## src/rtl/detector_sentido.sv

```systemverilog
// Direction detector for a two-beam barrier: synchronizes and debounces both
// photo-sensors, then tracks the beam-blocking order to emit entry/exit pulses.
module detector_sentido #(
  parameter int DEBOUNCE_CYCLES = 120000
) (
  input  logic       clk,
  input  logic       rst,
  input  logic       sensor_a,
  input  logic       sensor_b,
  output logic       entrada,
  output logic       salida,
  output logic       ocupado,
  output logic [2:0] estado
);

  localparam int CNT_W = $clog2(DEBOUNCE_CYCLES + 1);
  localparam logic [CNT_W-1:0] CNT_LAST = CNT_W'(DEBOUNCE_CYCLES - 1);
  localparam logic [CNT_W-1:0] CNT_ONE  = CNT_W'(1);

  typedef enum logic [2:0] {
    IDLE       = 3'd0,
    E1         = 3'd1,
    E2         = 3'd2,
    E3         = 3'd3,
    S1         = 3'd4,
    S2         = 3'd5,
    S3         = 3'd6,
    WAIT_CLEAR = 3'd7
  } state_t;

  logic [1:0]       sync_a_q, sync_a_d;
  logic [1:0]       sync_b_q, sync_b_d;
  logic             deb_a_q, deb_a_d;
  logic             deb_b_q, deb_b_d;
  logic [CNT_W-1:0] cnt_a_q, cnt_a_d;
  logic [CNT_W-1:0] cnt_b_q, cnt_b_d;
  state_t           state_q, state_d;
  logic             entrada_q, entrada_d;
  logic             salida_q, salida_d;
  logic             ocupado_q, ocupado_d;

  // Synchronizer and debouncer stage: the count tracks how long the synchronized
  // bit has disagreed with the accepted level; reaching the limit accepts it.
  always_comb begin
    sync_a_d = {sync_a_q[0], sensor_a};
    sync_b_d = {sync_b_q[0], sensor_b};

    deb_a_d = deb_a_q;
    cnt_a_d = '0;
    if (sync_a_q[1] != deb_a_q) begin
      if (cnt_a_q == CNT_LAST) begin
        deb_a_d = ~deb_a_q;
      end else begin
        cnt_a_d = cnt_a_q + CNT_ONE;
      end
    end

    deb_b_d = deb_b_q;
    cnt_b_d = '0;
    if (sync_b_q[1] != deb_b_q) begin
      if (cnt_b_q == CNT_LAST) begin
        deb_b_d = ~deb_b_q;
      end else begin
        cnt_b_d = cnt_b_q + CNT_ONE;
      end
    end
  end

  // Sequence stage: reacts to the debounced pair; pulses are registered so they
  // appear in the cycle right after the completing edge.
  always_comb begin
    state_d   = state_q;
    entrada_d = 1'b0;
    salida_d  = 1'b0;
    ocupado_d = deb_a_d | deb_b_d;
    case (state_q)
      IDLE: begin
        case ({deb_a_q, deb_b_q})
          2'b10:   state_d = E1;
          2'b01:   state_d = S1;
          2'b11:   state_d = WAIT_CLEAR;
          default: state_d = IDLE;
        endcase
      end
      E1: begin
        case ({deb_a_q, deb_b_q})
          2'b11:   state_d = E2;
          2'b00:   state_d = IDLE;
          2'b01:   state_d = WAIT_CLEAR;
          default: state_d = E1;
        endcase
      end
      E2: begin
        case ({deb_a_q, deb_b_q})
          2'b01:   state_d = E3;
          2'b10:   state_d = E1;
          2'b00:   state_d = IDLE;
          default: state_d = E2;
        endcase
      end
      E3: begin
        case ({deb_a_q, deb_b_q})
          2'b00: begin
            state_d   = IDLE;
            entrada_d = 1'b1;
          end
          2'b11:   state_d = E2;
          2'b10:   state_d = WAIT_CLEAR;
          default: state_d = E3;
        endcase
      end
      S1: begin
        case ({deb_a_q, deb_b_q})
          2'b11:   state_d = S2;
          2'b00:   state_d = IDLE;
          2'b10:   state_d = WAIT_CLEAR;
          default: state_d = S1;
        endcase
      end
      S2: begin
        case ({deb_a_q, deb_b_q})
          2'b10:   state_d = S3;
          2'b01:   state_d = S1;
          2'b00:   state_d = IDLE;
          default: state_d = S2;
        endcase
      end
      S3: begin
        case ({deb_a_q, deb_b_q})
          2'b00: begin
            state_d  = IDLE;
            salida_d = 1'b1;
          end
          2'b11:   state_d = S2;
          2'b01:   state_d = WAIT_CLEAR;
          default: state_d = S3;
        endcase
      end
      WAIT_CLEAR: begin
        if ({deb_a_q, deb_b_q} == 2'b00) state_d = IDLE;
      end
      default: state_d = IDLE;
    endcase
  end

  always_ff @(posedge clk) begin
    if (rst) begin
      sync_a_q  <= '0;
      sync_b_q  <= '0;
      deb_a_q   <= 1'b0;
      deb_b_q   <= 1'b0;
      cnt_a_q   <= '0;
      cnt_b_q   <= '0;
      state_q   <= IDLE;
      entrada_q <= 1'b0;
      salida_q  <= 1'b0;
      ocupado_q <= 1'b0;
    end else begin
      sync_a_q  <= sync_a_d;
      sync_b_q  <= sync_b_d;
      deb_a_q   <= deb_a_d;
      deb_b_q   <= deb_b_d;
      cnt_a_q   <= cnt_a_d;
      cnt_b_q   <= cnt_b_d;
      state_q   <= state_d;
      entrada_q <= entrada_d;
      salida_q  <= salida_d;
      ocupado_q <= ocupado_d;
    end
  end

  assign entrada = entrada_q;
  assign salida  = salida_q;
  assign ocupado = ocupado_q;
  assign estado  = state_q;

endmodule

```

## config.mk

```make
export PLATFORM = sky130hd
export DESIGN_NAME = detector_sentido
export DESIGN_NICKNAME = d
export VERILOG_FILES = /design/src/rtl/detector_sentido.sv
export SDC_FILE = /design/constraint.sdc
export NUM_CORES = 1
export LEC_CHECK = 0
export CAP_MARGIN = 30
export CORE_ASPECT_RATIO = 1.4
export CORE_MARGIN = 2
export CORE_UTILIZATION = 59
export CTS_CLUSTER_SIZE = 8
export DETAILED_ROUTE_END_ITERATION = 6
export PLACE_DENSITY_LB_ADDON = 0.15
export SKIP_LAST_GASP = 1
export SYNTH_ARGS = -nofsm -noshare
export SYNTH_HDL_FRONTEND = slang
export SYNTH_SLANG_ARGS = --single-unit
export TNS_END_PERCENT = 5
```

## constraint.sdc

```tcl
create_clock -name clk -period 1.8 [get_ports clk]
set_input_delay 0.27 -clock clk [delete_from_list [all_inputs] [get_ports clk]]
set_output_delay 0.27 -clock clk [all_outputs]
set_load 0.01 [all_outputs]
```

-- Yosys cells after proc, flatten, opt, wreduce, memory -nomap -nowiden
Cells that the tools add are included.
- register bits after elaboration: 46
- input port bits: 4
- output and inout bits: 6
- logic and storage cells: 54
- add/subtract/negate cells: 2
- equal/unequal tests: 15
- mux-type cells: 14
- bitwise gates (word level): 7
- reduce and logical (&&, ||, !) cells: 6
- operator list (operator ; count):
    $pmux W3 S3 ; 6
    $add A17 B1 Y17 const B ; 2
    $eq A17 B17 Y1 const B ; 2
    $pmux W3 S8 ; 1
    $eq A3 B3 Y1 const B ; 4
    $eq A3 B2 Y1 const B ; 2
    $not A1 Y1 ; 6
    $pmux W2 S3 ; 1
    $reduce_or A3 Y1 ; 2
    $mux W1 ; 5
    $eq A2 B2 Y1 const B ; 2
    $reduce_or A2 Y1 ; 2
    $eq A3 B1 Y1 const B ; 1
    $logic_not A3 Y1 ; 1
    $mux W3 ; 1
    $eq A2 B1 Y1 const B ; 1
    $logic_not A2 Y1 ; 1
    $ne A1 B1 Y1 ; 2
    $ne A2 B2 Y1 const B ; 1
    $or A1 B1 Y1 ; 1

-- Depth between registers and ports, before layout
- depth in word-level cells: 4
- mapped depth: 7
- mapped depth without buffers: 6

-- Least setup slack after synthesis
No wires, ideal clock.
- kind: register to register
- start: register state_q[2] (netlist: estado[2])
- end: register state_q[0] (netlist: estado[0])
- data arrival time: 1.589 ns
- required time: 1.725 ns
- slack: 0.137 ns
- cell stages (with the launch flop): 5
- period minus slack after synthesis: 1.663 ns
- cell sequence: dfxtp_1 clkbuf_1 mux2_2 or4_1 a31oi_1
- cells in the longest elaborated chain, start to end: 2
- elaborated cells between the ends (all ways): 10
- those cells by class: eq/ne: 8; mux: 1; reduce/logical: 1
- ends and longest elaborated chain (element ; line ; source):
    start: declaration ; 37 ; state_t state_q, state_d;
    start signal: assignment ; 165 ; state_q <= state_d;
    $eq A3 B3 Y1 (tied with other cells) ; 76 ; case (state_q)
    $pmux W3 S8 / $ne A2 B2 Y1 (equally long branches) ; n/a ;
Parallel ways exist; a longest one is shown, timed or not.
A chain may end at the register's enable or synchronous reset.

-- Final worst setup path
- start: register state_q[0] (netlist: estado[0])
- end: output estado[0]
- RTL lines (element ; line ; source):
    end: declaration ; 13 ; output logic [2:0] estado
No word-level cell between the ends.

==> impl_metrics.py <==
metrics = {
    "timing": {
        "final_hold_viol_count": 0,
        "rsz0062_at_grt": "false",
        "setup_violations": 0,
        "relSlewSlack_pct": 75.5,
        "post-route-period-util_pct": 94.5,
        "final.min_clock_period_ns": 1.70,
        "worstMarginPinSlew_ns": 0.364,
        "fmaxAchievable_mhz": 588,
        "finalHoldWorstSlack_ns": 0.445,
        "setup_total_negative_slack_ns": 0,
        "timing.clock.skew_ns": 0.00659,
        "final_max_slew_viol_count": 0,
    },
    "pwr": {
        "reg_power_share_pct": 61.4,
        "power_density_over_the_cells_nw_per_um2": 662,
        "power.share.combinational_pct": 2.0,
        "power.switching_fraction_pct": 21.2,
        "netSwitchingPower_uw": 355,
        "clock_power_share_pct": 36.6,
        "p_int_uw": 1310,
        "vdd.ir_drop.worst_v": 0.000701,
        "leakage_power_summed_over_all_cells_uw": 0.000859,
        "power.total_uw": 1670,
    },
    "worst_setup_path": {
        "endpoint_kind": "output port",
        "max_stage_delay_ns": 0.61,
        "crit-reg2reg-capture": "cnt_b_q[16]$_SDFF_PP0_",
        "timing.reg2reg.worst_path_depth": 5,
        "worst-setup-path-type": "flop to output port",
        "critPathLaunchType": "flop",
        "timing.critical_path.cells": "clkdlybuf4s50_1",
        "timing.critical_path.required_ns": 1.53,
        "crit_path_max_fanout": 11,
        "timing.critical_path.buf_inv": 1,
        "critical_path.reg2reg.startpoint": "cnt_b_q[1]$_SDFF_PP0_",
        "critical_path_depth": 1,
        "crit_family": "buffers and inverters",
        "arrival_time_at_the_worst_endpoint_ns": 1.43,
        "timing.reg2reg.setup_slack_ns": 0.18,
        "cpMaxStageDelayCell": "sky130_fd_sc_hd__clkdlybuf4s50_1",
    },
    "clocking": {
        "post_cts.resized_instances": 0,
        "clockRootBuffer": "sky130_fd_sc_hd__clkbuf_8",
        "cts_sinks": 46,
        "inserted_clock_buffers": 5,
        "clk_path_buf_depth": 2,
        "clock_latency_ns": 0.30,
        "tritoncts": "built",
        "post_cts.repair.setup_buffers": 0,
        "cts-hold-fix-buffers": 0,
        "clkTransAtPathRegs_ns": 0.08,
        "clock_tree.htree_level_count": 2,
    },
    "worst_hold_path": {
        "min-delay-start": "sync_b_q[0]$_SDFF_PP0_",
        "hold_path.class": "flop to flop",
        "worstHoldEndpoint": "sync_b_q[1]$_SDFF_PP0_",
        "timing.hold.worst_path_depth": 1,
    },
    "run_status": {
        "status": "complete, no violations",
    },
    "global_routing": {
        "global_route.overflow_total": 0,
        "number_of_global_route_vias_before_repair": 1606,
        "grt_max_degree": 18,
        "globalRouteTotalUtil_pct": 19.3,
        "grt_pass1_wl_um": 6550,
        "initial_antenna_violation_count": 0,
    },
    "die": {
        "die_area_um2": 4250,
        "placement_rows": 26,
        "dieHeight_um": 76.4,
        "start_util_pct": 61.1,
        "std_cell_core_area_um2": 3610,
        "die_width_um": 55.7,
        "number_of_primary_i_o_pins": 10,
    },
    "detailed_routing": {
        "detail_route.wirelength_um": 3840,
        "drt-pass1-iter-count": 4,
        "wl_per_cell_um": 12.6,
        "initialDrtViolationCount": 54,
        "drc": 0,
        "antenna_left": 0,
        "num_vias": 1690,
        "routed_via_density": 5.56,
    },
    "final_layout": {
        "finish.utilization_pct": 69.8,
        "filler_cell_count": 307,
        "antenna_cells": 0,
        "final-seq-area_um2": 921,
        "finish.net_count": 275,
        "layout-drive-gt1-share_pct": 12.6,
        "flow.area_growth_from_synthesis_pct": 14.1,
        "multi_input_comb_area_um2": 1190,
    },
    "run": {
        "maxCapViolCount": 0,
    },
    "placement": {
        "numPortBuffers": 9,
        "gpl.final_weighted_congestion": 0.787,
        "hpwlAfterDp_um": 2830,
    },
    "yosys": {
        "synthesis.instances": 238,
        "synth.cell_area_um2": 2210,
        "synth_top_flop_cell": "sky130_fd_sc_hd__dfxtp_1",
        "synthArstFlopShare_pct": 0,
        "yosys_warnings": 0,
        "syn_avg_cell_area_um2": 9.27,
        "synth.distinct_cells": 48,
        "syn-num-nets": 252,
        "synth-edff-count": 0,
        "synth_seq_area_share_pct": 41.7,
        "ys_seq_elements": 46,
    },
}
## registers in the layout, summed over array words and instances (netlist names)
| name | cells |
|---|---|
| cnt_a_q | 17 |
| entrada | 1 |
| sync_a_q | 2 |
| estado | 3 |
| ocupado | 1 |
| cnt_b_q | 17 |
| sync_b_q | 2 |
| deb_b_q | 1 |
| deb_a_q | 1 |
| salida | 1 |
## final cells by class
class                      instances  share of cell area [%]
timing repair buffer              24                    9.04
multi-input combinational        174                    47.4
tap                               42                    2.09
sequential                        46                    36.6
inverter                          10                    1.49
clock inverter                     2                   0.546
clock buffer                       6                    2.88
## synthesized netlist by cell type (all sizes together), types with 6 or more instances
cell    n  area share, %
nand2   8            1.4
nand4  13            5.2
nor2b   6            1.7
o21ai   7            1.6
dfxtp  46             42
or3     6            2.0
xor2   12            4.8
a21oi  10            2.3
ha     10            5.7
nor2   33            5.6
nand3   9            2.0
nor4    8            2.8
xnor2  13            5.2
inv    10            1.7
## cells by family after synthesis
kind of cell | Yosys count | share of synthesized area (%)
xor gates and xnor gates | 25 | 9.92
muxes | 3 | 1.42
adders and majority gates | 10 | 5.67
DFF | 46 | 41.7
and+or+nand+nor | 108 | 29.4
buffers and inverters | 18 | 4.19
AOI/OAI and AO/OA | 28 | 7.65
## routing by layer
| metal | wire length [um] | GRT usage, % | share of wire, % | up-vias |
|---|---|---|---|---|
| met5 | 0 | 0 | 0 | - |
| met3 | 71 | 4.75 | 1.8 | 8 |
| met2 | 2010 | 34.6 | 52 | 17 |
| met4 | 96 | 10.7 | 2.5 | 0 |
| li1 | - | - | - | 886 |
| met1 | 1660 | 20.0 | 43 | 779 |
## worst register-to-register path, stage by stage (launching register included)
cell and delay, ns:
sky130_fd_sc_hd__dfxtp_1 0.42, sky130_fd_sc_hd__ha_1 0.22, sky130_fd_sc_hd__buf_4 0.16, sky130_fd_sc_hd__nand4_4 0.12
sky130_fd_sc_hd__or4_1 0.50, sky130_fd_sc_hd__a21oi_1 0.15
## stage by stage
stage / setup slack, ns / instances / instance area, um2
2_1_floorplan: 0.137 / 238 / 2210
3_3_place_gp: 0.182 / 296 / 2430
3_5_place_dp: 0.168 / 296 / 2430
4_1_cts: 0.0955 / 304 / 2520
5_1_grt: 0.0149 / 304 / 2520
6_report: 0.0993 / 304 / 2520
## power by group through the flow
stage | combinational (uW) | sequential [uW] | clock [uW]
after floorplan | 17.6 | 1050 | 0
after global placement | 33.6 | 1050 | 0
after detailed placement | 33.9 | 1050 | 0
after CTS | 33.7 | 1020 | 647
after global routing | 36.7 | 1030 | 670
final | 33.1 | 1020 | 611
## how the worst max path moves through the flow
stage	slack (ns)	from	endpoint
3_3_place_gp	0.18	deb_b_q$_SDFF_PP0_	estado[0]$_SDFFE_PP0P_
4_1_cts	0.1	estado[0]$_SDFFE_PP0P_	estado[0]
6_report	0.1	estado[0]$_SDFFE_PP0P_	estado[0]
5_1_grt	0.01	estado[0]$_SDFFE_PP0P_	estado[0]
2_1_floorplan	0.14	estado[2]$_SDFFE_PP0P_	estado[0]$_SDFFE_PP0P_
3_5_place_dp	0.17	cnt_b_q[1]$_SDFF_PP0_	cnt_b_q[16]$_SDFF_PP0_
## cells in the final DEF, fill, tap and decap left out, drive strengths merged, types with 7 or more instances in the layout
| cell | synthesis | layout |
|---|---|---|
| a21oi | 10 | 10 |
| buf | 4 | 15 |
| clkdlybuf4s50 | 0 | 9 |
| dfxtp | 46 | 46 |
| ha | 10 | 10 |
| inv | 10 | 10 |
| nand2 | 8 | 8 |
| nand3 | 9 | 9 |
| nand4 | 13 | 13 |
| nor2 | 33 | 33 |
| nor4 | 8 | 8 |
| o21ai | 7 | 7 |
| xnor2 | 13 | 13 |
| xor2 | 12 | 12 |
Note: power is estimated with default switching activity, not from simulation.
